===== config.mk =====
export PLATFORM = sky130hd
export DESIGN_NAME = logs_voice
export DESIGN_NICKNAME = d
export VERILOG_FILES = /design/src/rtl/logs_voice.sv
export SDC_FILE = /design/constraint.sdc
export NUM_CORES = 1
export LEC_CHECK = 0
export CAP_MARGIN = 20
export CORE_MARGIN = 2
export CORE_UTILIZATION = 32
export DETAILED_ROUTE_END_ITERATION = 7
export HOLD_SLACK_MARGIN = 0.05
export SLEW_MARGIN = 15
export SYNTH_ARGS = -nofsm -noshare
export SYNTH_HDL_FRONTEND = slang
export SYNTH_SLANG_ARGS = --single-unit
export TNS_END_PERCENT = 1

===== constraint.sdc =====
create_clock -name clk -period 4.21 [get_ports clk]
set_input_delay 0.842 -clock clk [delete_from_list [all_inputs] [get_ports clk]]
set_output_delay 0.842 -clock clk [all_outputs]
set_load 0.02 [all_outputs]

===== src/rtl/logs_voice.sv =====
`default_nettype none
// ============================================================================
// Module   : logs_voice
// Purpose  : Single square-wave voice. Queued note commands (period, duty,
//            length) become a registered 1-bit audio line. One note plays
//            while a 1-deep pending slot holds the next, so back-to-back notes
//            switch with no idle cycle. Note lengths count the tick strobe.
// Ports    : clk, reset     - clock, synchronous active-high reset
//            tick           - length timebase strobe (one clk wide)
//            cmd_valid/ready- note command handshake (ready is combinational)
//            cmd_period     - tone period in clk cycles, 0 = rest
//            cmd_duty       - 0=12.5% 1=25% 2=50% 3=75%
//            cmd_length     - length in ticks, 0 = sustain until next note
//            cmd_sweep      - (LOGS_VOICE_SWEEP_EN only) bit3 down, bits2:0 shift
//            busy           - a note is playing
//            audio_out      - registered square wave
// Config   : define LOGS_VOICE_SWEEP_EN to add the per-tick period sweep.
// Revision : 1.0 - initial release
// ============================================================================
module logs_voice #(
  parameter int PW = 12,
  parameter int LW = 8
) (
  input  logic          clk,
  input  logic          reset,
  input  logic          tick,
  input  logic          cmd_valid,
  output logic          cmd_ready,
  input  logic [PW-1:0] cmd_period,
  input  logic [1:0]    cmd_duty,
  input  logic [LW-1:0] cmd_length,
`ifdef LOGS_VOICE_SWEEP_EN
  input  logic [3:0]    cmd_sweep,
`endif
  output logic          busy,
  output logic          audio_out
);

  typedef enum logic {
    S_IDLE = 1'b0,
    S_PLAY = 1'b1
  } state_t;

  state_t        state_q, state_d;
  logic [PW-1:0] period_q, period_d;
  logic [1:0]    duty_q, duty_d;
  logic [LW-1:0] len_q, len_d;
  logic [PW-1:0] cnt_q, cnt_d;
  logic          pend_valid_q, pend_valid_d;
  logic [PW-1:0] pend_period_q, pend_period_d;
  logic [1:0]    pend_duty_q, pend_duty_d;
  logic [LW-1:0] pend_len_q, pend_len_d;
  logic          audio_q, audio_d;
`ifdef LOGS_VOICE_SWEEP_EN
  logic [3:0]    sweep_q, sweep_d;
  logic [3:0]    pend_sweep_q, pend_sweep_d;
  logic [PW-1:0] sweep_delta;
  logic [PW:0]   sweep_sum;
`endif

  logic          accept;
  logic          note_end;
  logic [PW-1:0] thr;
  logic [PW:0]   cnt_inc;

  assign cmd_ready = !reset && (state_q == S_IDLE || !pend_valid_q);
  assign accept    = cmd_valid && cmd_ready;
  assign busy      = (state_q == S_PLAY);
  assign audio_out = audio_q;

  always_comb begin
    thr      = '0;
    note_end = 1'b0;
    // Computed one bit wider so the wrap test also covers cnt >= period
    // (period 0, or a period that a sweep step pulled below cnt).
    cnt_inc  = {1'b0, cnt_q} + {{PW{1'b0}}, 1'b1};

    state_d       = state_q;
    period_d      = period_q;
    duty_d        = duty_q;
    len_d         = len_q;
    cnt_d         = cnt_q;
    pend_valid_d  = pend_valid_q;
    pend_period_d = pend_period_q;
    pend_duty_d   = pend_duty_q;
    pend_len_d    = pend_len_q;
    audio_d       = 1'b0;
`ifdef LOGS_VOICE_SWEEP_EN
    sweep_d      = sweep_q;
    pend_sweep_d = pend_sweep_q;
    sweep_delta  = period_q >> sweep_q[2:0];
    sweep_sum    = {1'b0, period_q} + {1'b0, sweep_delta};
`endif

    case (duty_q)
      2'd0:    thr = period_q >> 3;
      2'd1:    thr = period_q >> 2;
      2'd2:    thr = period_q >> 1;
      default: thr = period_q - (period_q >> 2);
    endcase

    case (state_q)
      S_IDLE: begin
        if (accept) begin
          state_d  = S_PLAY;
          period_d = cmd_period;
          duty_d   = cmd_duty;
          len_d    = cmd_length;
          cnt_d    = '0;
`ifdef LOGS_VOICE_SWEEP_EN
          sweep_d  = cmd_sweep;
`endif
        end
      end
      default: begin
        note_end = tick && ((len_q == LW'(1)) || (len_q == '0 && pend_valid_q));
        cnt_d    = (cnt_inc >= {1'b0, period_q}) ? '0 : cnt_q + PW'(1);

        if (tick && !note_end) begin
          if (len_q > LW'(1)) begin
            len_d = len_q - LW'(1);
          end
`ifdef LOGS_VOICE_SWEEP_EN
          if (sweep_q[2:0] != 3'd0) begin
            if (sweep_q[3]) begin
              period_d = period_q - sweep_delta;
            end else begin
              period_d = sweep_sum[PW] ? {PW{1'b1}} : sweep_sum[PW-1:0];
            end
          end
`endif
        end

        if (note_end) begin
          cnt_d = '0;
          if (pend_valid_q) begin
            period_d     = pend_period_q;
            duty_d       = pend_duty_q;
            len_d        = pend_len_q;
            pend_valid_d = 1'b0;
`ifdef LOGS_VOICE_SWEEP_EN
            sweep_d      = pend_sweep_q;
`endif
          end else if (accept) begin
            // Slot was empty, so a command arriving on the ending tick
            // goes straight to the active note.
            period_d = cmd_period;
            duty_d   = cmd_duty;
            len_d    = cmd_length;
`ifdef LOGS_VOICE_SWEEP_EN
            sweep_d  = cmd_sweep;
`endif
          end else begin
            state_d = S_IDLE;
          end
        end else if (accept) begin
          pend_valid_d  = 1'b1;
          pend_period_d = cmd_period;
          pend_duty_d   = cmd_duty;
          pend_len_d    = cmd_length;
`ifdef LOGS_VOICE_SWEEP_EN
          pend_sweep_d  = cmd_sweep;
`endif
        end
      end
    endcase

    // Gating on state_d silences the line in the same cycle busy drops.
    audio_d = (state_q == S_PLAY) && (state_d == S_PLAY) &&
              (period_q != '0) && (cnt_q < thr);
  end

  always_ff @(posedge clk) begin
    if (reset) begin
      state_q       <= S_IDLE;
      period_q      <= '0;
      duty_q        <= '0;
      len_q         <= '0;
      cnt_q         <= '0;
      pend_valid_q  <= 1'b0;
      pend_period_q <= '0;
      pend_duty_q   <= '0;
      pend_len_q    <= '0;
      audio_q       <= 1'b0;
`ifdef LOGS_VOICE_SWEEP_EN
      sweep_q       <= '0;
      pend_sweep_q  <= '0;
`endif
    end else begin
      state_q       <= state_d;
      period_q      <= period_d;
      duty_q        <= duty_d;
      len_q         <= len_d;
      cnt_q         <= cnt_d;
      pend_valid_q  <= pend_valid_d;
      pend_period_q <= pend_period_d;
      pend_duty_q   <= pend_duty_d;
      pend_len_q    <= pend_len_d;
      audio_q       <= audio_d;
`ifdef LOGS_VOICE_SWEEP_EN
      sweep_q       <= sweep_d;
      pend_sweep_q  <= pend_sweep_d;
`endif
    end
  end

endmodule
`default_nettype wire


# Word level (Yosys, flattened, before mapping)
# Index checks and enable logic that the tools add are counted.
# W data, S select, Z words.
word_totals:
  register_bits: 59
  output_inout_bits: 3
  wordCells: 69
op_classes:
  n_addsub: 4
  n_lt_le_gt_ge: 3
  n_eq_ne: 4
  mux: 26
  n_bitwise: 2
  n_reduce_logical: 20
op_table:
  columns: ["operator", "n"]
  rows:
  - ["$mux W12", 8]
  - ["$mux W8", 7]
  - ["$pmux W12 S3", 1]
  - ["$add A12 B1 Y13 const B", 1]
  - ["$ge A13 B12 Y1", 1]
  - ["$add A12 B1 Y12 const B", 1]
  - ["$lt A12 B12 Y1", 1]
  - ["$reduce_bool A12 Y1", 1]
  - ["$sub A12 B10 Y12", 1]
  - ["$eq A8 B1 Y1 const B", 1]
  - ["$gt A8 B1 Y1 const B", 1]
  - ["$logic_and A1 B1 Y1", 8]
  - ["$logic_not A8 Y1", 1]
  - ["$mux W2", 4]
  - ["$sub A8 B1 Y8 const B", 1]
  - ["$mux W1", 6]
  - ["$reduce_bool A2 Y1", 2]
  - ["$logic_not A1 Y1", 3]
  - ["$reduce_and A3 Y1", 1]
  - ["$eq A2 B1 Y1 const B", 1]
  - ["$eq A2 B2 Y1 const B", 1]
  - ["$logic_not A2 Y1", 1]
  - ["$logic_or A1 B1 Y1", 2]
  - ["$ne A2 B1 Y1 const B", 1]
  - ["other kinds (2)", 3]

# Longest topological paths before layout
# Gate-level depths: netlist of the first run.
logic_depth:
  word_depth: 11
  mapped_depth: 17
  depth_no_buf: 17

# Worst setup path before layout of the first run
# Ideal clock, no wire load.
synth_timing:
  path_type: "flip-flop to flip-flop"
  startpoint: "register period_q[2]"
  endpoint: "register audio_q, in the netlist audio_out"
  setup_time_ns: 0.060
  arrival_time_ns: 3.067
  required_ns: 4.150
  slack_ns: 1.084
  path_stages_with_launch: 16
  n_path_buf: 0
  period_less_slack_ns: 3.126
  path_cell_list: "dfxtp_1 > ha_1 > inv_1 > fa_1 > a211oi_1 > o21ai_0 > a211oi_1 > nor2_1 > or3_1 > a31o_2 > ha_1 > nor2b_1 > o21ai_0 > nand4b_1 > nor3_1 > and3_1"
synth_via:
  elab_chain_len: 4
  word_cells_on_any_way: 6
  cone_classes: "1 x add/sub; 1 x order compare; 1 x mux; 3 x reduce/logical"
synth_lines:
  columns: ["item", "line", "text"]
  rows:
  - ["from (decl)", "45", "logic [PW-1:0] period_q, period_d;"]
  - ["from (signal assigned)", "191", "period_q <= period_d;"]
  - ["$sub A12 B10 Y12", "99", "default: thr = period_q - (period_q >> 2);"]
  - ["$pmux W12 S3", "95", "case (duty_q)"]
  - ["$lt A12 B12 Y1", "170", "(period_q != '0) && (cnt_q < thr);"]
  - ["$logic_and A1 B1 Y1 (*)", "170", null]
  - ["to (signal assigned)", "199", "audio_q <= audio_d;"]
  - ["to (decl)", "53", "logic audio_q, audio_d;"]
# Every way passes the cells marked *; elsewhere a longest branch is shown, timed or not.
# A chain may end at the register's enable or synchronous reset.

# Worst setup path after layout of the first run
# Ends and elaborated chain as after synthesis.

==> flow_metrics.env, run 1 <==
export IMPL_status="finished, final reports clean"
export IMPL_ctsResizeCount=0
export IMPL_layout_drive_gt1_share_pct=7.82
export IMPL_cts_setup_buffers=0
export IMPL_reg2reg_to="audio_out"
export IMPL_hp_start="pend_period_q[2]"
export IMPL_grt_pass1_wl_mm=18.7
export IMPL_cts_max_level=3
export IMPL_holdBufCountCts=0
export IMPL_yosysUniqueCellTypes=63
export IMPL_cellPowerDensity_nw_per_um2=369
export IMPL_final_cell_mix="nand2_1 (67), dfxtp_1 (59), nor2_1 (50), a21oi_1 (46), o21ai_0 (41)"
export IMPL_fmax_ghz=0.288
export IMPL_core_area_um2=12800
export IMPL_vias=3962
export IMPL_n_antenna_cell=0
export IMPL_cts_reportedPaths_clkPinSlew_ns=0.05
export IMPL_ys_seq_area_share_pct=28.0
export IMPL_irDropWorstVdd_mv=0.280
export IMPL_reg2reg_setup_slack_ns=0.73
export IMPL_wl_per_cell_um=15.2
export IMPL_die_w_um=119
export IMPL_yosys_most_used_dff="dfxtp_1"
export IMPL_synth_seq_cells=59
export IMPL_root_buffer="clkbuf_16"
export IMPL_worst_slew_pin_slew_ns=0.853
export IMPL_layout_cells_non_filler=735
export IMPL_combinationalPowerShare_pct=24.9
export IMPL_fin_worst_skew_ns=0.00726
export IMPL_rows=41
export IMPL_final_core_util_pct=38.7
export IMPL_yosysTopAreaCellShare_pct=28.0
export IMPL_setup_viol_count_final=0
export IMPL_post_synth_cell_area_avg_um2=7.84
export IMPL_drv_cap=0
export IMPL_antenna_found_initial=0
export IMPL_ys_async_sr_fraction_pct=0
export IMPL_synth_largest_area_cell="dfxtp_1"
export IMPL_synth_area_top_cells="dfxtp_1 (28%), ha_1 (11%), nand2_1 (6.0%)"
export IMPL_pin_count=29
export IMPL_die_area_um2=14100
export IMPL_arrival_ns=3.75
export IMPL_grt_overflow_total=0
export IMPL_slew_headroom_pct=43.0
export IMPL_path_max_fanout=6
export IMPL_final_net_count=621
export IMPL_yosysWarnings=0
export IMPL_start_util_pct=33.1
export IMPL_seq_power_share_pct=35.2
export IMPL_drv_slew=0
export IMPL_dr_first_iter_drc_count=195
export IMPL_period_needed_ns=3.48
export IMPL_area_growth_synth_to_final_pct=17.2
export IMPL_hold_depth=2
export IMPL_routed_via_density=5.39
export IMPL_placed_cells=719
export IMPL_r2r_start="period_q[2]"
export IMPL_drc=0
export IMPL_syn_area_um2=4220
export IMPL_routed_wl_mm=11.1
export IMPL_drt_pass1_iter_count=4
export IMPL_power_internal_mw=1.27
export IMPL_power_switching_mw=0.561
export IMPL_switching_share_pct=30.7
export IMPL_port_buffer_count=28
export IMPL_clockPowerShare_pct=39.9
export IMPL_clock_sinks=59
export IMPL_holdPathEnd="pend_period_q[2]"
export IMPL_leakagePower_nw=1.83
export IMPL_hold_viol=0
export IMPL_drtAntennaViolNets=0
export IMPL_final_common_cell="nand2_1"
export IMPL_synth_edf_count=0
export IMPL_rsz0062_at_grt="false"
export IMPL_track_usage_pct=16.5
export IMPL_syn_inst=539
export IMPL_reg2reg_depth=15
export IMPL_grt_max_degree=38
export IMPL_cts_tree="built"
export IMPL_hold_path_class="reg -> reg"
export IMPL_min_period_over_period_pct=82.6
export IMPL_syn_nets=602
export IMPL_setup_tns_ns=0
export IMPL_cts_buffer_depth=2
export IMPL_die_h_um=119
export IMPL_required_ns=4.49
export IMPL_grt_pass1_vias=3795
export IMPL_dp_hpwl_mm=7.97
export IMPL_start_kind="flop"
export IMPL_gp_routability_congestion=0.873
export IMPL_clkLatencyLatePin_ns=0.34
export IMPL_worstSetupPathType="reg -> reg"
export IMPL_finalPower_mw=1.83
export IMPL_numCtsBuffers=9
export IMPL_cp_end_kind="flop"
## Yosys cell counts (5+ instances only)
library cell / count
nand2_1: 67
dfxtp_1: 59
nor2_1: 50
a21oi_1: 46
o21ai_0: 41
ha_1: 36
inv_1: 26
a211oi_1: 21
clkbuf_1: 19
nand3b_1: 17
a31oi_1: 13
nand3_1: 13
nor3_1: 10
xnor2_1: 9
o211ai_1: 8
xor2_1: 8
o21a_1: 7
and3_1: 5
mux4_2: 5
## power groups by stage
stage / Combinational, mW / Clock [mW] / Sequential, mW
3_5_place_dp: 0.452 / 0 / 0.653
2_1_floorplan: 0.349 / 0 / 0.631
6_report: 0.454 / 0.730 / 0.643
3_3_place_gp: 0.443 / 0 / 0.651
4_1_cts: 0.456 / 0.750 / 0.641
5_1_grt: 0.516 / 0.769 / 0.649
## per-stage QoR
| stage | hold slack, ns | instance area (um^2) | setup slack [ns] |
|---|---|---|---|
| after CTS | 0.450 | 4950 | 0.734 |
| after global routing | 0.465 | 4950 | 0.460 |
| after global placement | 0.439 | 4650 | 0.838 |
| after floorplan | 0.433 | 4220 | 1.08 |
| after detailed placement | 0.443 | 4650 | 0.757 |
| final | 0.449 | 4950 | 0.733 |
## final cells by class
cell class,instances,area (um^2)
fillers,1324,7830
multi-input cells,425,2820
flip-flops and latches,59,1180
repair buffers,37,343
clock buffers,11,243
well taps,172,215
inverters,26,97.6
clock inverters,5,52.6
## worst max-delay path, cell delays in order (launching register included)
cell	delay (ns)
dfxtp_1	0.42
ha_1	0.20
inv_1	0.05
fa_1	0.44
a211oi_1	0.30
o21ai_0	0.19
a211oi_1	0.26
nor2_1	0.07
or3_1	0.31
a31o_2	0.24
ha_1	0.28
nor2b_1	0.13
o21ai_0	0.13
nand4b_1	0.11
nor3_1	0.12
and3_1	0.16
## how the worst max path moves through the flow
stage                     start         to  slack [ns]  cells after the start
finish              period_q[2]  audio_out        0.73                     15
CTS                 period_q[2]  audio_out        0.73                     15
global placement    period_q[2]  audio_out        0.84                     15
global route        period_q[2]  audio_out        0.46                     15
detailed placement  period_q[2]  audio_out        0.76                     15
floorplan           period_q[2]  audio_out        1.08                     15
## flip-flops by register name, indices dropped and copies added (netlist names)
register / count
audio_out: 1
pend_len_q: 8
busy: 1
duty_q: 2
cnt_q: 12
period_q: 12
pend_duty_q: 2
pend_valid_q: 1
len_q: 8
pend_period_q: 12
## per-layer routing
metal / track usage (%) / up-vias / wire, um
met3: 3.98 / 10 / 474
li1: - / 2016 / -
met5: 0 / - / 0
met4: 4.99 / 0 / 147
met1: 21.5 / 1874 / 5350
met2: 26.9 / 62 / 5180
## cell families (layout without fill, tap and decap cells)
| group | count (synthesis) | count (layout) | synth area share (%) |
|---|---|---|---|
| DFF | 59 | 59 | 28.0 |
| muxes | 11 | 11 | 4.21 |
| and+or+nand+nor | 190 | 190 | 21.4 |
| xor gates and xnor gates | 17 | 17 | 3.53 |
| AOI/OAI and AO/OA | 170 | 170 | 26.3 |
| buffers and inverters | 55 | 79 | 5.48 |
| adders and majority gates | 37 | 37 | 11.1 |
No activity file was read; power rests on OpenSTA's default activity.
==> inputs of run 2 (changes only) <==
- clock period: 4.21 -> 3 ns (I/O delays scaled with it)
==> run 2 against run 1 <==
Effect of this change:
- the flow now finishes with violations (negative setup slack)
- first-iteration DRC count decreased by 12%
- worst setup slack got worse by 0.81 ns
- hold slack improved by 0.00062 ns
- flip-flop and latch count unchanged
- clock skew increased by 0.0029 ns
- final area increased by 8.1%
- global-route usage increased by 0.62 points
- total power increased by 55%
- clock power increased by 64%
- clock-buffer cell count decreased by 2
- sequential share of layout area decreased by 1.7 points
- die area unchanged
==> flow_metrics.env, run 2 (same netlist as run 1, synthesis figures left out) <==
export IMPL_power_internal_mw=1.99
export IMPL_root_buffer="clkbuf_16"
export IMPL_arrival_ns=3.37
export IMPL_track_usage_pct=17.1
export IMPL_die_h_um=119
export IMPL_rsz0062_at_grt="true"
export IMPL_finalWorstSetupSlack_ns=-0.0816
export IMPL_final_net_count=657
export IMPL_numCtsBuffers=9
export IMPL_routed_via_density=5.36
export IMPL_setup_tns_ns=-0.0816
export IMPL_cts_tree="built"
export IMPL_rows=41
export IMPL_worst_slew_pin_slew_ns=0.579
export IMPL_power_switching_mw=0.846
export IMPL_path_max_fanout=3
export IMPL_min_period_over_period_pct=103
export IMPL_die_area_um2=14100
export IMPL_drt_pass1_iter_count=4
export IMPL_leakagePower_nw=2.05
export IMPL_fmax_ghz=0.325
export IMPL_cts_setup_buffers=0
export IMPL_final_common_cell="nand2_1"
export IMPL_drc=0
export IMPL_use_met1_pct=22.7
export IMPL_period_needed_ns=3.08
export IMPL_seq_power_share_pct=30.9
export IMPL_grt_max_degree=30
export IMPL_final_area_um2=5350
export IMPL_holdBufCountCts=0
export IMPL_gp_routability_congestion=0.906
export IMPL_port_buffer_count=28
export IMPL_start_kind="flop"
export IMPL_fin_hold_ws_ns=0.450
export IMPL_irDropWorstVdd_mv=0.349
export IMPL_cts_reportedPaths_clkPinSlew_ns=0.06
export IMPL_core_area_um2=12800
export IMPL_crit_slowest_cell="fa_2"
export IMPL_combinationalPowerShare_pct=26.8
export IMPL_largestRegisters="cnt_q: 12 flops, pend_period_q: 12 flops, period_q: 12 flops"
export IMPL_final_cell_mix="nand2_1 (67), dfxtp_1 (55), nor2_1 (50), a21oi_1 (45), buf_4 (44)"
export IMPL_cellPowerDensity_nw_per_um2=529
export IMPL_hold_depth=2
export IMPL_dr_first_iter_drc_count=171
export IMPL_drtAntennaViolNets=0
export IMPL_fin_worst_skew_ns=0.0102
export IMPL_clock_sinks=59
export IMPL_hold_path_class="reg -> reg"
export IMPL_die_w_um=119
export IMPL_cp_end_kind="flop"
export IMPL_drv_cap=0
export IMPL_slew_headroom_pct=61.3
export IMPL_critical_path_cell_chain="inv_1 > ha_1 > inv_1 > fa_2 > a211oi_2 > o21ai_2 > a211oi_2 > nor2_1 > or3_1 > a31o_2 > ha_4 > nor2b_1 > o21ai_1 > nand4b_1 > nor3_1 > and3_1"
export IMPL_cts_buffer_depth=2
export IMPL_layout_drive_gt1_share_pct=16.2
export IMPL_drv_slew=0
export IMPL_required_ns=3.29
export IMPL_grt_pass1_vias=4005
export IMPL_vias=4132
export IMPL_antenna_found_initial=0
export IMPL_cts_max_level=3
export IMPL_routed_wl_mm=11.6
export IMPL_status="finished, violations left"
export IMPL_grt_util_met3_pct=4.07
export IMPL_cpPeakStageDelay_ns=0.38
export IMPL_clkLatencyLatePin_ns=0.34
export IMPL_n_antenna_cell=0
export IMPL_top_usage_layer="met2"
export IMPL_pin_count=29
export IMPL_layout_cells_non_filler=771
export IMPL_clockPowerShare_pct=42.4
export IMPL_grt_overflow_total=0
export IMPL_area_growth_synth_to_final_pct=26.6
export IMPL_switching_share_pct=29.9
export IMPL_violations="negative setup slack"
export IMPL_place_area_um2=4940
export IMPL_hold_viol=0
export IMPL_grt_met2_usage_pct=27.2
export IMPL_wl_per_cell_um=15.1
export IMPL_setup_viol_count_final=1
export IMPL_placed_cells=755
export IMPL_dp_hpwl_mm=8.70
export IMPL_grt_pass1_wl_mm=19.4
export IMPL_reg2reg_depth=16
export IMPL_start_util_pct=33.1
export IMPL_worstSetupPathType="reg -> reg"
-- run 2: cell types whose count changed in the layout (fill, tap and decap cells not counted), moves of 4 or more --
cell	delta
buf_4	+35
dfxtp_2	+4
o21ai_0	-4
dfxtp_1	-4
-- run 2: layout make-up --
| class | instances | area, um^2 |
|---|---|---|
| clock buffer | 9 | 225 |
| clock inverter | 7 | 116 |
| fill | 1291 | 7420 |
| inverter | 26 | 97.6 |
| multi-input combinational | 425 | 2880 |
| sequential | 59 | 1190 |
| tap | 172 | 215 |
| timing repair buffer | 73 | 626 |
-- run 2: path summary, 6_finish.rpt --
check | end | from | slack, ns
worst max-delay path | audio_out | period_q[0] | -0.08
worst min-delay path | pend_period_q[1] | pend_period_q[1] | 0.45
worst max register to register | audio_out | period_q[0] | -0.08
worst min register to register | pend_period_q[1] | pend_period_q[1] | 0.45
-- run 2: per-stage QoR --
stage	worst slack, ns	power [mW]	utilization (%)
after floorplan	0.0214	1.38	-
after global placement	-0.132	1.60	38.7
after detailed placement	-0.249	1.61	38.7
after CTS	-0.125	2.84	41.6
after global routing	-0.218	2.98	41.9
final	-0.0816	2.83	41.9
-- run 2: timing repair --
item / in CTS / in global routing
gates resized for setup: 6 / 11
setup endpoints to repair: 1 / 13
pin swaps: 3 / 2
-- run 2: worst max-delay path, delay by kind of cell (launching register included) --
| family | cells | cell delay, ns |
|---|---|---|
| simple gates | 6 | 0.91 |
| fa+ha+maj | 3 | 0.74 |
| compound gates | 5 | 0.94 |
| flops | 1 | 0.31 |
| buf+inv | 2 | 0.11 |
-- run 2: power by group through the flow --
stage	Sequential [mW]	Clock (mW)	Combinational, mW
floorplan	0.885	0	0.493
global placement	0.887	0	0.713
detailed placement	0.889	0	0.726
CTS	0.872	1.22	0.742
global route	0.881	1.26	0.843
finish	0.873	1.20	0.758
-- run 2: routing by layer --
metal	vias to the layer above	part of all wire, %	wire (um)
li1	2085	-	-
met5	-	0	0
met3	19	3.5	410
met1	1956	49	5660
met2	72	46	5340
met4	0	1.7	198
